<file path="src/rtl/t02_ball_position_calc.sv">
// t02_ball_position_calc
// Scans the 8x5 ball-sensor matrix row by row, accumulates covered sensors,
// and once per frame publishes the rounded centroid plus a ball-present flag.
// The frame length is fixed by SETTLE_CYCLES and does not depend on content.
// Optional feature macro: T02_POS_FILTER_EN (per-axis jump limiter of +/-1 per
// frame while a ball is already being tracked).
module t02_ball_position_calc #(
    parameter int SETTLE_CYCLES = 4,
    parameter int MISS_LIMIT    = 3
) (
    input  logic       clk,
    input  logic       rst_n,
    input  logic       clk_en,
    input  logic [4:0] col_in,
    output logic [7:0] row_sel,
    output logic [3:0] x_pos_calc,
    output logic [3:0] y_pos_calc,
    output logic       ball_detected,
    output logic       frame_done
);

    typedef enum logic [1:0] {
        ST_ROW    = 2'd0,
        ST_DIV    = 2'd1,
        ST_UPDATE = 2'd2
    } state_t;

    localparam logic [3:0] SETTLE_LAST = 4'(SETTLE_CYCLES);
    localparam logic [3:0] MISS_LIM    = 4'(MISS_LIMIT);
    // Each axis takes one quotient bit per tick over a 10-bit dividend.
    localparam logic [4:0] DIV_X_LAST  = 5'd9;
    localparam logic [4:0] DIV_Y_LAST  = 5'd19;

    // Number of covered sensors in one row readback.
    function automatic logic [2:0] popcount5(input logic [4:0] v);
        logic [2:0] n;
        n = '0;
        for (int j = 0; j < 5; j++) begin
            n = n + {2'b00, v[j]};
        end
        return n;
    endfunction

    // Sum of the column indices of the covered sensors (max 0+1+2+3+4 = 10).
    function automatic logic [3:0] colsum5(input logic [4:0] v);
        logic [3:0] s;
        s = '0;
        for (int j = 0; j < 5; j++) begin
            if (v[j]) begin
                s = s + 4'(j);
            end
        end
        return s;
    endfunction

`ifdef T02_POS_FILTER_EN
    // Move one step from cur toward tgt, or hold when already there.
    function automatic logic [3:0] step_toward(input logic [3:0] cur, input logic [3:0] tgt);
        logic [3:0] r;
        if (tgt > cur) begin
            r = cur + 4'd1;
        end else if (tgt < cur) begin
            r = cur - 4'd1;
        end else begin
            r = cur;
        end
        return r;
    endfunction
`endif

    // Column synchronizer
    logic [4:0] col_s1_q, col_s2_q;

    // Control and accumulator state
    state_t     state_q, state_d;
    logic [2:0] row_q, row_d;
    logic [3:0] settle_q, settle_d;
    logic [5:0] count_q, count_d;
    logic [8:0] sum_x_q, sum_x_d;
    logic [6:0] sum_y_q, sum_y_d;
    logic [4:0] div_cnt_q, div_cnt_d;
    logic [3:0] miss_q, miss_d;

    // Divider datapath: dvd holds the dividend and shifts quotient bits in
    logic [9:0] dvd_q, dvd_d;
    logic [6:0] rem_q, rem_d;
    logic [3:0] x_calc_q, x_calc_d;
    logic [3:0] y_calc_q, y_calc_d;

    // Published outputs
    logic [3:0] x_q, x_d;
    logic [3:0] y_q, y_d;
    logic       det_q, det_d;
    logic       fd_q, fd_d;

    // Per-row sample contribution
    logic [2:0] row_pop;
    logic [3:0] row_csum;
    logic [5:0] row_weight;

    assign row_pop    = popcount5(col_s2_q);
    assign row_csum   = colsum5(col_s2_q);
    assign row_weight = {3'b000, row_q} * {3'b000, row_pop};

    // One restoring-division step. An empty frame forces the divisor to 1 so
    // the datapath stays well-defined; its result is ignored in UPDATE.
    logic [6:0] divisor;
    logic [7:0] trial;
    logic       trial_ge;
    logic [6:0] rem_sub;
    logic [9:0] quo_step;

    assign divisor  = (count_q == 6'd0) ? 7'd1 : {count_q, 1'b0};
    assign trial    = {rem_q, dvd_q[9]};
    assign trial_ge = (trial >= {1'b0, divisor});
    // When trial >= divisor the true difference is below the divisor (<= 80),
    // so the low 7 bits carry it exactly.
    assign rem_sub  = trial[6:0] - divisor;
    assign quo_step = {dvd_q[8:0], trial_ge};

    // Two-flop synchronizer on the asynchronous column readback, every clk
    always_ff @(posedge clk) begin
        col_s1_q <= col_in;
        col_s2_q <= col_s1_q;
    end

    // Control, accumulator and output registers with asynchronous reset
    always_ff @(posedge clk or negedge rst_n) begin
        if (!rst_n) begin
            state_q   <= ST_ROW;
            row_q     <= 3'd0;
            settle_q  <= 4'd0;
            count_q   <= 6'd0;
            sum_x_q   <= 9'd0;
            sum_y_q   <= 7'd0;
            div_cnt_q <= 5'd0;
            miss_q    <= 4'd0;
            x_q       <= 4'd0;
            y_q       <= 4'd0;
            det_q     <= 1'b0;
            fd_q      <= 1'b0;
        end else begin
            state_q   <= state_d;
            row_q     <= row_d;
            settle_q  <= settle_d;
            count_q   <= count_d;
            sum_x_q   <= sum_x_d;
            sum_y_q   <= sum_y_d;
            div_cnt_q <= div_cnt_d;
            miss_q    <= miss_d;
            x_q       <= x_d;
            y_q       <= y_d;
            det_q     <= det_d;
            fd_q      <= fd_d;
        end
    end

    // Divider datapath registers; always loaded before they are used
    always_ff @(posedge clk) begin
        dvd_q    <= dvd_d;
        rem_q    <= rem_d;
        x_calc_q <= x_calc_d;
        y_calc_q <= y_calc_d;
    end

    // Next-state logic: row scan, division sequence and frame update
    always_comb begin
        state_d   = state_q;
        row_d     = row_q;
        settle_d  = settle_q;
        count_d   = count_q;
        sum_x_d   = sum_x_q;
        sum_y_d   = sum_y_q;
        div_cnt_d = div_cnt_q;
        miss_d    = miss_q;
        dvd_d     = dvd_q;
        rem_d     = rem_q;
        x_calc_d  = x_calc_q;
        y_calc_d  = y_calc_q;
        x_d       = x_q;
        y_d       = y_q;
        det_d     = det_q;
        fd_d      = 1'b0;

        if (clk_en) begin
            case (state_q)
                ST_ROW: begin
                    if (settle_q == SETTLE_LAST) begin
                        count_d  = count_q + {3'b000, row_pop};
                        sum_x_d  = sum_x_q + {3'b000, row_weight};
                        sum_y_d  = sum_y_q + {3'b000, row_csum};
                        settle_d = 4'd0;
                        if (row_q == 3'd7) begin
                            // Prime the X axis with the totals including row 7
                            state_d   = ST_DIV;
                            div_cnt_d = 5'd0;
                            dvd_d     = {sum_x_d, 1'b0} + {4'b0000, count_d};
                            rem_d     = 7'd0;
                        end else begin
                            row_d = row_q + 3'd1;
                        end
                    end else begin
                        settle_d = settle_q + 4'd1;
                    end
                end

                ST_DIV: begin
                    dvd_d     = quo_step;
                    rem_d     = trial_ge ? rem_sub : trial[6:0];
                    div_cnt_d = div_cnt_q + 5'd1;
                    if (div_cnt_q == DIV_X_LAST) begin
                        // X quotient complete; start the Y axis
                        x_calc_d = quo_step[3:0];
                        dvd_d    = {2'b00, sum_y_q, 1'b0} + {4'b0000, count_q};
                        rem_d    = 7'd0;
                    end
                    if (div_cnt_q == DIV_Y_LAST) begin
                        y_calc_d = quo_step[3:0];
                        state_d  = ST_UPDATE;
                    end
                end

                ST_UPDATE: begin
                    if (count_q != 6'd0) begin
`ifdef T02_POS_FILTER_EN
                        if (det_q) begin
                            x_d = step_toward(x_q, x_calc_q);
                            y_d = step_toward(y_q, y_calc_q);
                        end else begin
                            x_d = x_calc_q;
                            y_d = y_calc_q;
                        end
`else
                        x_d = x_calc_q;
                        y_d = y_calc_q;
`endif
                        det_d  = 1'b1;
                        miss_d = 4'd0;
                    end else begin
                        miss_d = (miss_q == 4'hF) ? 4'hF : miss_q + 4'd1;
                        if (miss_d >= MISS_LIM) begin
                            det_d = 1'b0;
                        end
                    end
                    fd_d     = 1'b1;
                    count_d  = 6'd0;
                    sum_x_d  = 9'd0;
                    sum_y_d  = 7'd0;
                    row_d    = 3'd0;
                    settle_d = 4'd0;
                    state_d  = ST_ROW;
                end

                default: begin
                    state_d = ST_ROW;
                end
            endcase
        end
    end

    assign row_sel       = 8'd1 << row_q;
    assign x_pos_calc    = x_q;
    assign y_pos_calc    = y_q;
    assign ball_detected = det_q;
    assign frame_done    = fd_q;

endmodule

</file>
<file path="config.mk">
export PLATFORM = sky130hd
export DESIGN_NAME = t02_ball_position_calc
export DESIGN_NICKNAME = d
export VERILOG_FILES = /design/src/rtl/t02_ball_position_calc.sv
export SDC_FILE = /design/constraint.sdc
export NUM_CORES = 1
export LEC_CHECK = 0
export CAP_MARGIN = 20
export CELL_PAD_IN_SITES_DETAIL_PLACEMENT = 0
export CELL_PAD_IN_SITES_GLOBAL_PLACEMENT = 1
export CORE_ASPECT_RATIO = 1.75
export CORE_MARGIN = 5
export CORE_UTILIZATION = 53
export CTS_BUF_LIST = sky130_fd_sc_hd__clkbuf_4
export DETAILED_ROUTE_END_ITERATION = 12
export HOLD_SLACK_MARGIN = 0.02
export PLACE_DENSITY_LB_ADDON = 0.08
export SYNTH_ARGS = -nofsm -noshare
export SYNTH_HDL_FRONTEND = slang
export SYNTH_SLANG_ARGS = --single-unit
</file>
<file path="constraint.sdc">
create_clock -name clk -period 8.9 [get_ports clk]
set_input_delay 2.67 -clock clk [delete_from_list [all_inputs] [get_ports clk]]
set_output_delay 2.67 -clock clk [all_outputs]
set_load 0.03 [all_outputs]
</file>
==> Yosys cells after proc, flatten, opt, wreduce, memory -nomap -nowiden <==
Cells that the tools add are included.
{ "totals": {"in_bits": 8, "output_inout_bits": 18, "ff_bits": 85} }
{ "classes": {"n_mux": 38, "n_lt_le_gt_ge": 2, "n_reduce_logical": 16, "eq_ne": 11, "addsub": 17, "n_shift": 1, "n_mul": 1} }
{ "ops": {"columns": ["op", "count"], "rows": [
  ["$mux 7", 6],
  ["$mux 10", 3],
  ["$pmux 7 s2", 2],
  ["$mux 4", 6],
  ["$pmux 10 s2", 1],
  ["$pmux 9 s2", 1],
  ["$reduce_and 3->1", 5],
  ["$pmux 6 s2", 1],
  ["$reduce_and 4->1", 3],
  ["$add 10x6->10", 1],
  ["$mux 5", 2],
  ["$pmux 5 s2", 1],
  ["$add 8x6->9", 1],
  ["$add 9x6->9", 1],
  ["$mux 9", 1],
  ["$add 4x1->4 const B", 2],
  ["$add 4x2->4 const B", 2],
  ["$ge 8x7->1", 1],
  ["$ne 2x2->1 const B", 4],
  ["$pmux 4 s2", 1],
  ["$shl 1x3->8 const A", 1],
  ["$add 7x4->7", 1],
  ["$sub 7x7->7", 1],
  ["$add 3x1->3", 2],
  ["26 further kinds", 36]
]} }

==> Depth between registers and ports, before layout <==
Gate-level depths: netlist (run 1).
{ "depth": {"ltp_word": 10, "mapped_depth": 22, "mapped_depth_nobuf": 22} }

==> Worst setup path after synthesis (run 1) <==
OpenSTA, ideal clock, no wires.
{ "synth_path": {"path_kind": "reg2reg", "from": "reg col_s2_q[3]", "to": "reg dvd_q[9] (data pin)", "setup_slack_ns": 4.189, "arrival_ns": 4.446, "synth_period_minus_slack_ns": 4.711, "stages_incl_launch_ff": 21, "path_buffers": 0, "cell_sequence": "dfxtp_1 -> inv_1 -> fa_1 -> fa_1 -> inv_1 -> ha_1 -> nand2_1 -> fa_1 -> fa_1 -> inv_1 -> ha_1 -> a21o_1 -> a21oi_1 -> xnor2_1 -> ha_1 -> o21a_1 -> o31a_2 -> o21ai_0 -> o311a_1 -> xor2_1 -> o21ai_1"} }
{ "synth_between": {"elab_chain_cells": 8, "word_cells_on_any_way": 9, "cone_classes": "5 x add/sub; 1 x mul; 3 x mux"} }
{ "synth_lines": {"columns": ["item", "line_no", "rtl"], "rows": [
  ["start: declaration", "72", "logic [4:0] col_s1_q, col_s2_q;"],
  ["start signal: assignment", "124", "col_s2_q <= col_s1_q;"],
  ["$add 3x1->3 * (2 in series)", "39", "n = n + {2'b00, v[j]};"],
  ["$mul 3x3->6", "103", "assign row_weight = {3'b000, row_q} * {3'b000, row_pop};"],
  ["$add 9x6->9", "190", "sum_x_d = sum_x_q + {3'b000, row_weight};"],
  ["$add 10x6->10 *", "197", "dvd_d = {sum_x_d, 1'b0} + {4'b0000, count_d};"],
  ["$mux 10 *", "193", "if (row_q == 3'd7) begin"],
  ["$mux 10 *", "188", "if (settle_q == SETTLE_LAST) begin"],
  ["$pmux 10 s2 *", "186", "case (state_q)"],
  ["end signal: assignment", "160", "dvd_q <= dvd_d;"],
  ["end: declaration", "85", "logic [9:0] dvd_q, dvd_d;"]
]} }
Mark *: on every way between the ends. The rest lies on a longest branch, timed or not. The select of a mux whose other input is x is not followed.
A chain may end at the register's enable or synchronous reset.

==> Worst setup path after layout (run 1) <==
Same ends and word-level chain as after synthesis.

==> results of run 1 <==
-- final timing paths --
check / startpoint / endpoint / cells after the start / slack, ns
worst max register to register: col_s2_q[3] / dvd_q[9] / 20 / 3.85
worst max-delay path: col_s2_q[3] / dvd_q[9] / 20 / 3.85
worst min-delay path: col_s1_q[3] / col_s2_q[3] / 0 / 0.34
max in group asynchronous: rst_n / y_pos_calc[0] / 2 / 6.11
min in group asynchronous: rst_n / sum_x_q[7] / 2 / 2.31
worst min register to register: col_s1_q[3] / col_s2_q[3] / 0 / 0.34
-- cell families after synthesis --
| group | after synthesis | synth area share (%) |
|---|---|---|
| multiplexers | 10 | 2.09 |
| XOR/XNOR | 21 | 3.64 |
| AO/OA/AOI/OAI | 134 | 16.5 |
| flip-flops | 85 | 41.9 |
| buffers and inverters | 72 | 5.45 |
| AND/OR/NAND/NOR | 156 | 14.7 |
| adder cells (fa/ha/maj) | 59 | 15.7 |
-- sequential cells by signal (all words and copies together), names as in the netlist, 4 cells and up --
signal / count
y_pos_calc: 4
col_s1_q: 5
count_q: 6
col_s2_q: 5
sum_y_q: 7
sum_x_q: 9
dvd_q: 10
x_calc_q: 4
x_pos_calc: 4
rem_q: 7
miss_q: 4
div_cnt_q: 5
y_calc_q: 4
settle_q: 4
-- per-stage QoR --
| stage | instance area (um2) | hold slack (ns) | util, % | worst slack (ns) |
|---|---|---|---|---|
| floorplan | 5260 | 0.310 | - | 4.19 |
| global placement | 5630 | 0.310 | 57.5 | 3.95 |
| detailed placement | 5630 | 0.314 | 57.5 | 3.82 |
| CTS | 5740 | 0.345 | 58.7 | 3.80 |
| global route | 5740 | 0.352 | 58.7 | 3.53 |
| finish | 5740 | 0.343 | 58.7 | 3.85 |
-- per-layer routing --
metal  global-route usage [%]  wire, um  up-vias
met1                     22.6      4570     1948
met2                     37.8      6450       68
met4                     6.42       236        0
met3                     3.83       363       15
met5                        0         0        -
li1                         -         -     1940
-- final cells by class --
cell class / instances / area [um2]
clock buffers: 9 / 67.6
multi-input cells: 380 / 2770
repair buffers: 29 / 275
inverters: 59 / 221
well taps: 125 / 156
diodes: 1 / 2.50
clock inverters: 7 / 47.5
flip-flops and latches: 85 / 2200
fillers: 878 / 4050
-- placed cells by master (no fill, tap or decap), types with 2 or more instances in the layout --
master	Yosys	final
inv_1	58	58
dfxtp_1	10	10
xor2_1	10	10
clkinv_1	0	2
a21oi_1	26	26
a21o_1	10	10
clkinvlp_4	0	3
mux2i_1	2	2
mux2_2	8	8
o21ai_0	39	39
nand3_1	27	27
a211oi_1	6	6
o21a_1	5	5
a22oi_1	2	2
nor2_1	32	32
o211ai_1	2	2
clkdlybuf4s50_1	0	24
a31oi_1	3	3
xnor2_1	10	10
and3_1	3	3
o2111ai_1	2	2
o31ai_1	4	4
inv_6	0	2
clkbuf_4	0	9
buf_4	0	4
o21ai_1	5	5
ha_1	47	47
nand4_1	4	4
a22o_1	3	3
nand2_1	44	44
edfxtp_1	25	25
nor2_2	2	2
or3_1	2	2
nor2b_1	13	13
fa_1	12	12
o22ai_1	10	10
dfrtp_1	50	50
and2_1	5	5
nor3_1	9	9
nand2b_1	2	2
-- power groups by stage --
stage          Combinational, uW  Sequential (uW)  Clock, uW
6_report                     838              558        199
5_1_grt                      934              568        222
4_1_cts                      842              558        208
3_5_place_dp                 836              567          0
3_3_place_gp                 816              564          0
2_1_floorplan                655              552          0
-- critical path, cell delays in order (launching register included) --
cell	delay [ns]
dfxtp_1	0.40
inv_1	0.09
fa_1	0.47
fa_1	0.38
inv_1	0.07
ha_1	0.20
nand2_1	0.10
fa_1	0.51
fa_1	0.52
inv_1	0.07
ha_1	0.32
a21o_1	0.16
a21oi_1	0.16
xnor2_1	0.17
ha_1	0.30
o21a_1	0.12
o31a_2	0.13
o2111ai_1	0.19
o311a_1	0.20
xor2_1	0.17
o21ai_1	0.08
==> metrics.txt, run 1 <==
# TYPE chip_impl_metric gauge
chip_impl_metric{name="clkPwrFrac",unit="%"} 12.5
chip_impl_metric{name="port-buffer-count",unit=""} 25
chip_impl_info{name="yosys.area.top_type",value="dfrtp_1"} 1
chip_impl_metric{name="vias",unit=""} 3971
chip_impl_metric{name="cts.repair.resized",unit=""} 0
chip_impl_metric{name="period_needed",unit="ns"} 5.05
chip_impl_metric{name="critical_path_peak_fanout",unit=""} 4
chip_impl_metric{name="final-max-slew-violation-count",unit=""} 0
chip_impl_info{name="run_status",value="complete, no violations"} 1
chip_impl_metric{name="postRouteWirelength",unit="um"} 11600
chip_impl_metric{name="io-pin-count",unit=""} 26
chip_impl_metric{name="sw_frac_of_total",unit="%"} 42.3
chip_impl_metric{name="dp_cells",unit=""} 678
chip_impl_metric{name="grt_first_pass_wirelength",unit="um"} 19100
chip_impl_metric{name="worstPathRequired",unit="ns"} 9.12
chip_impl_info{name="dominantRegCellSynth",value="dfrtp_1"} 1
chip_impl_metric{name="num_rows",unit=""} 48
chip_impl_info{name="critical_path_start_type",value="flop"} 1
chip_impl_metric{name="number_of_nets_in_the_layout",unit=""} 631
chip_impl_metric{name="synth-warning-count",unit=""} 0
chip_impl_metric{name="postSynthNetCount",unit=""} 604
chip_impl_metric{name="vias_in_the_first_global_route",unit=""} 4011
chip_impl_metric{name="die_y",unit="um"} 142
chip_impl_metric{name="synth_cells",unit=""} 537
chip_impl_metric{name="fp.coreArea",unit="um2"} 9790
chip_impl_metric{name="max-clock-path-buffers",unit=""} 2
chip_impl_metric{name="clkTransAtPathRegs",unit="ns"} 0.14
chip_impl_metric{name="cts-hold-fix-buffers",unit=""} 0
chip_impl_metric{name="sequential_share_of_power",unit="%"} 35.0
chip_impl_metric{name="globalplace.congestion",unit=""} 0.843
chip_impl_metric{name="maxCapViolations",unit=""} 0
chip_impl_info{name="synth_commonest_cells",value="inv_1, dfrtp_1, ha_1"} 1
chip_impl_metric{name="worst_clock_skew",unit="ns"} 0.0185
chip_impl_metric{name="cts.sinks",unit=""} 85
chip_impl_info{name="count_leader_synth",value="inv_1"} 1
chip_impl_metric{name="gr-usage-all-layers",unit="%"} 20.2
chip_impl_metric{name="share_comb_of_total_power",unit="%"} 52.5
chip_impl_metric{name="internal_power",unit="uW"} 920
chip_impl_metric{name="pin_count_of_the_biggest_net_entering_global_routing",unit=""} 51
chip_impl_metric{name="detailedRoute.firstPassIterationCount",unit=""} 5
chip_impl_metric{name="route.detailed.wl_per_inst",unit="um"} 16.7
chip_impl_metric{name="avgSynthCellArea",unit="um2"} 9.80
chip_impl_metric{name="tritoncts.num_buffers",unit=""} 9
chip_impl_metric{name="synth_enable_flop_cells",unit=""} 25
chip_impl_metric{name="leakagePower",unit="uW"} 0.00258
chip_impl_metric{name="fin_tns_setup",unit="ns"} 0
chip_impl_metric{name="cts_setup_buffers",unit=""} 0
chip_impl_metric{name="final-setup-viol-count",unit=""} 0
chip_impl_metric{name="power_density_cells",unit="nW/um2"} 278
chip_impl_metric{name="synth-async-reset-ratio",unit="%"} 58.8
chip_impl_info{name="crit_type",value="flop to flop"} 1
chip_impl_metric{name="drt_first_iter_violations",unit=""} 170
chip_impl_metric{name="cp.arrival",unit="ns"} 5.27
chip_impl_metric{name="layout_worst_path_cycle_share",unit="%"} 56.8
chip_impl_metric{name="route.antenna.remaining_nets",unit=""} 0
chip_impl_metric{name="synth_area",unit="um2"} 5260
chip_impl_metric{name="maxSlewHeadroom",unit="%"} 50.4
chip_impl_metric{name="deepest_level_of_the_cts_h_tree",unit=""} 3
chip_impl_metric{name="floorplan_die_area",unit="um2"} 12100
chip_impl_metric{name="grt.overflow.total",unit=""} 0
chip_impl_metric{name="final_cells",unit=""} 695
chip_impl_metric{name="peakVddDrop",unit="V"} 0.000160
chip_impl_metric{name="max_clock_freq",unit="MHz"} 198
chip_impl_info{name="setup.worst_path.end_class",value="flop"} 1
chip_impl_info{name="clock-root-buffer",value="clkbuf_4"} 1
chip_impl_info{name="netlist_top_cells_area",value="dfrtp_1, edfxtp_1, ha_1"} 1
chip_impl_metric{name="drt-vias-per-instance",unit=""} 5.71
chip_impl_metric{name="clock_latency",unit="ns"} 0.47
chip_impl_metric{name="power.total",unit="uW"} 1590
chip_impl_metric{name="yosys_register_bits",unit=""} 85
chip_impl_metric{name="die_width",unit="um"} 85.3
chip_impl_metric{name="start_util",unit="%"} 53.7
chip_impl_metric{name="synthToLayoutAreaGrowth",unit="%"} 9.21
chip_impl_metric{name="synth_cell_type_count",unit=""} 69
chip_impl_info{name="setup_repair_after_global_routing_missed_its_margin",value="false"} 1
chip_impl_metric{name="worst-slew-pin-transition",unit="ns"} 0.742
chip_impl_metric{name="p_switching",unit="uW"} 674
chip_impl_metric{name="yosysSeqAreaShare",unit="%"} 41.9
chip_impl_info{name="cts_tree",value="yes"} 1
chip_impl_metric{name="netlist.area_leader.share",unit="%"} 23.8
chip_impl_metric{name="route.detailed.drc",unit=""} 0
chip_impl_metric{name="detailedPlacementHpwl",unit="um"} 8870
chip_impl_metric{name="antenna_found_initial",unit=""} 1
chip_impl_info{name="hold_class",value="flop to flop"} 1
chip_impl_metric{name="proportion_of_layout_cells_with_a_drive_suffix_above_1",unit="%"} 8.08
chip_impl_metric{name="report.final.hold_viol_count",unit=""} 0
Power figures use the tool's default switching activity.
==> run 2, diff against run 1 <==
CORE_UTILIZATION = 49   (was 53)
clock period = 4.8 ns   (was 8.9 ns; I/O delays follow)
==> metrics.txt, run 2 (synthesis results as in run 1) <==
# TYPE chip_impl_metric gauge
chip_impl_info{name="run_status",value="complete, no violations"} 1
chip_impl_metric{name="flip_flop_count_of_the_largest_register_all_copies_and_words_added",unit=""} 10
chip_impl_info{name="layout_commonest_cell",value="inv_1"} 1
chip_impl_metric{name="layout.core_utilization",unit="%"} 56.9
chip_impl_info{name="largestRegisters",value="dvd_q x10, sum_x_q x9"} 1
chip_impl_metric{name="critical_path_peak_fanout",unit=""} 3
chip_impl_metric{name="drt-vias-per-instance",unit=""} 5.67
chip_impl_metric{name="leakagePower",unit="uW"} 0.00270
chip_impl_metric{name="final-max-slew-violation-count",unit=""} 0
chip_impl_info{name="critical_path_start_type",value="flop"} 1
chip_impl_info{name="crit_type",value="flop to flop"} 1
chip_impl_metric{name="fp.coreArea",unit="um2"} 10600
chip_impl_metric{name="route.detailed.drc",unit=""} 0
chip_impl_metric{name="report.final.hold_viol_count",unit=""} 0
chip_impl_metric{name="port-buffer-count",unit=""} 25
chip_impl_metric{name="grt.overflow.total",unit=""} 0
chip_impl_metric{name="detailedRoute.firstPassIterationCount",unit=""} 5
chip_impl_metric{name="drt_first_iter_violations",unit=""} 162
chip_impl_metric{name="tritoncts.num_buffers",unit=""} 9
chip_impl_metric{name="hold_critical_path_depth",unit=""} 0
chip_impl_metric{name="antenna_found_initial",unit=""} 1
chip_impl_metric{name="grt_first_pass_wirelength",unit="um"} 20100
chip_impl_metric{name="period_needed",unit="ns"} 4.74
chip_impl_metric{name="detailedPlacementHpwl",unit="um"} 9190
chip_impl_metric{name="die_width",unit="um"} 88.3
chip_impl_info{name="setup.worst_path.end_class",value="flop"} 1
chip_impl_metric{name="worst_path_largest_cell_delay",unit="ns"} 0.60
chip_impl_metric{name="fin_tns_setup",unit="ns"} 0
chip_impl_info{name="crit_chain",value="inv_2, fa_1, fa_2, inv_2, nand2_2, fa_1, fa_1, inv_2, fa_2, ha_4, nor2b_1, o31a_2, o2111ai_2, o311a_1, xor2_1, o21ai_1"} 1
chip_impl_metric{name="floorplan_die_area",unit="um2"} 13000
chip_impl_metric{name="deepest_level_of_the_cts_h_tree",unit=""} 3
chip_impl_metric{name="fin_worst_hold_slack",unit="ns"} 0.337
chip_impl_metric{name="reg2regPathDepth",unit=""} 16
chip_impl_metric{name="layout_worst_path_cycle_share",unit="%"} 98.7
chip_impl_metric{name="power_density_cells",unit="nW/um2"} 576
chip_impl_metric{name="route.antenna.remaining_nets",unit=""} 0
chip_impl_metric{name="proportion_of_layout_cells_with_a_drive_suffix_above_1",unit="%"} 15.6
chip_impl_info{name="clock-root-buffer",value="clkbuf_4"} 1
chip_impl_info{name="cts_tree",value="yes"} 1
chip_impl_info{name="worst_setup_path_endpoint",value="dvd_q[9]"} 1
chip_impl_metric{name="gr-usage-all-layers",unit="%"} 19.9
chip_impl_info{name="hold_class",value="flop to flop"} 1
chip_impl_metric{name="cts-hold-fix-buffers",unit=""} 0
chip_impl_metric{name="route.detailed.wl_per_inst",unit="um"} 16.9
chip_impl_metric{name="max_clock_freq",unit="MHz"} 211
chip_impl_metric{name="num_rows",unit=""} 50
chip_impl_metric{name="maxSlewHeadroom",unit="%"} 36.0
chip_impl_metric{name="final-setup-viol-count",unit=""} 0
chip_impl_metric{name="reg2reg_setup_slack",unit="ns"} 0.06
chip_impl_metric{name="worst_clock_skew",unit="ns"} 0.0164
chip_impl_metric{name="die_y",unit="um"} 147
chip_impl_metric{name="clkTransAtPathRegs",unit="ns"} 0.14
chip_impl_metric{name="cts.sinks",unit=""} 85
chip_impl_metric{name="synthToLayoutAreaGrowth",unit="%"} 15.1
chip_impl_metric{name="cp.arrival",unit="ns"} 4.95
chip_impl_info{name="registers.top_by_ff_count",value="dvd_q"} 1
chip_impl_info{name="reg2reg_to",value="dvd_q[9]"} 1
chip_impl_metric{name="worst-slew-pin-transition",unit="ns"} 0.960
chip_impl_metric{name="peakVddDrop",unit="V"} 0.000358
chip_impl_info{name="crit_start",value="col_s2_q[3]"} 1
chip_impl_metric{name="io-pin-count",unit=""} 26
chip_impl_metric{name="pin_count_of_the_biggest_net_entering_global_routing",unit=""} 38
chip_impl_metric{name="clock_latency",unit="ns"} 0.46
chip_impl_info{name="mostFrequentLayoutCells",value="inv_1, dfrtp_1, nand2_1, ha_1, o21ai_0"} 1
chip_impl_metric{name="vias_in_the_first_global_route",unit=""} 4102
chip_impl_metric{name="globalplace.congestion",unit=""} 0.862
chip_impl_metric{name="postRouteWirelength",unit="um"} 12100
chip_impl_metric{name="start_util",unit="%"} 49.5
chip_impl_metric{name="number_of_nets_in_the_layout",unit=""} 650
chip_impl_metric{name="worstPathRequired",unit="ns"} 5.01
chip_impl_info{name="critical_path.reg2reg.startpoint",value="col_s2_q[3]"} 1
chip_impl_metric{name="vias",unit=""} 4076
chip_impl_metric{name="max-clock-path-buffers",unit=""} 2
chip_impl_info{name="timing.critical_path.slowest_stage_cell",value="fa_2"} 1
chip_impl_info{name="setup_repair_after_global_routing_missed_its_margin",value="true"} 1
chip_impl_metric{name="maxCapViolations",unit=""} 0
==> run 2: worst min-delay path by stage <==
stage                     start           to  slack [ns]
floorplan           col_s1_q[0]  col_s2_q[0]        0.31
global placement    col_s1_q[2]  col_s2_q[2]        0.32
detailed placement  col_s1_q[4]  col_s2_q[4]        0.31
CTS                 col_s1_q[3]  col_s2_q[3]        0.34
global route        col_s1_q[1]  col_s2_q[1]        0.35
finish              col_s1_q[3]  col_s2_q[3]        0.34
==> run 2: cell type report <==
class	instances	area [um2]
clock buffers	10	75.1
inverters	59	221
multi-input cells	380	2890
repair buffers	48	425
clock inverters	6	71.3
fillers	996	4580
well taps	130	163
diodes	1	2.50
flip-flops and latches	85	2200
==> run 2: metal layers <==
| metal | up-vias | global-route usage (%) | part of all wire [%] |
|---|---|---|---|
| met1 | 1991 | 22.9 | 40 |
| li1 | 1979 | - | - |
| met3 | 24 | 3.37 | 2.9 |
| met4 | 0 | 9.61 | 3.7 |
| met2 | 82 | 34.9 | 54 |
| met5 | - | 0 | 0 |
==> run 2: per-stage QoR <==
step / area, um2 / power [uW] / worst slack [ns] / std cells
2_1_floorplan: 5260 / 2240 / 0.0886 / 537
3_3_place_gp: 5730 / 2680 / -0.0277 / 696
5_1_grt: 6060 / 3780 / -0.121 / 719
3_5_place_dp: 5730 / 2720 / -0.114 / 696
6_report: 6060 / 3490 / 0.0601 / 719
4_1_cts: 5930 / 3250 / 0.00315 / 714
==> run 2: critical path: cells and delay by family, from the launching register on <==
family / cells / cell delay, ns
and+or+nand+nor: 2 / 0.19
adders and majority gates: 6 / 2.80
AOI/OAI and AO/OA: 4 / 0.79
DFF: 1 / 0.36
xor gates and xnor gates: 1 / 0.16
buffers and inverters: 3 / 0.18
==> run 2: report_power, final <==
group | total [uW] | internal [uW] | switching (uW) | leakage, uW
logic | 2010 | 979 | 1030 | 0.00169
clock network | 440 | 170 | 270 | 0.0000789
registers | 1040 | 934 | 104 | 0.000931
==> run 2: timing repair <==
action,CTS,global route
pin swaps,7,13
buffers inserted,2,4
cloned,0,0
gates resized for setup,9,23
endpoints found under the setup margin,2,4
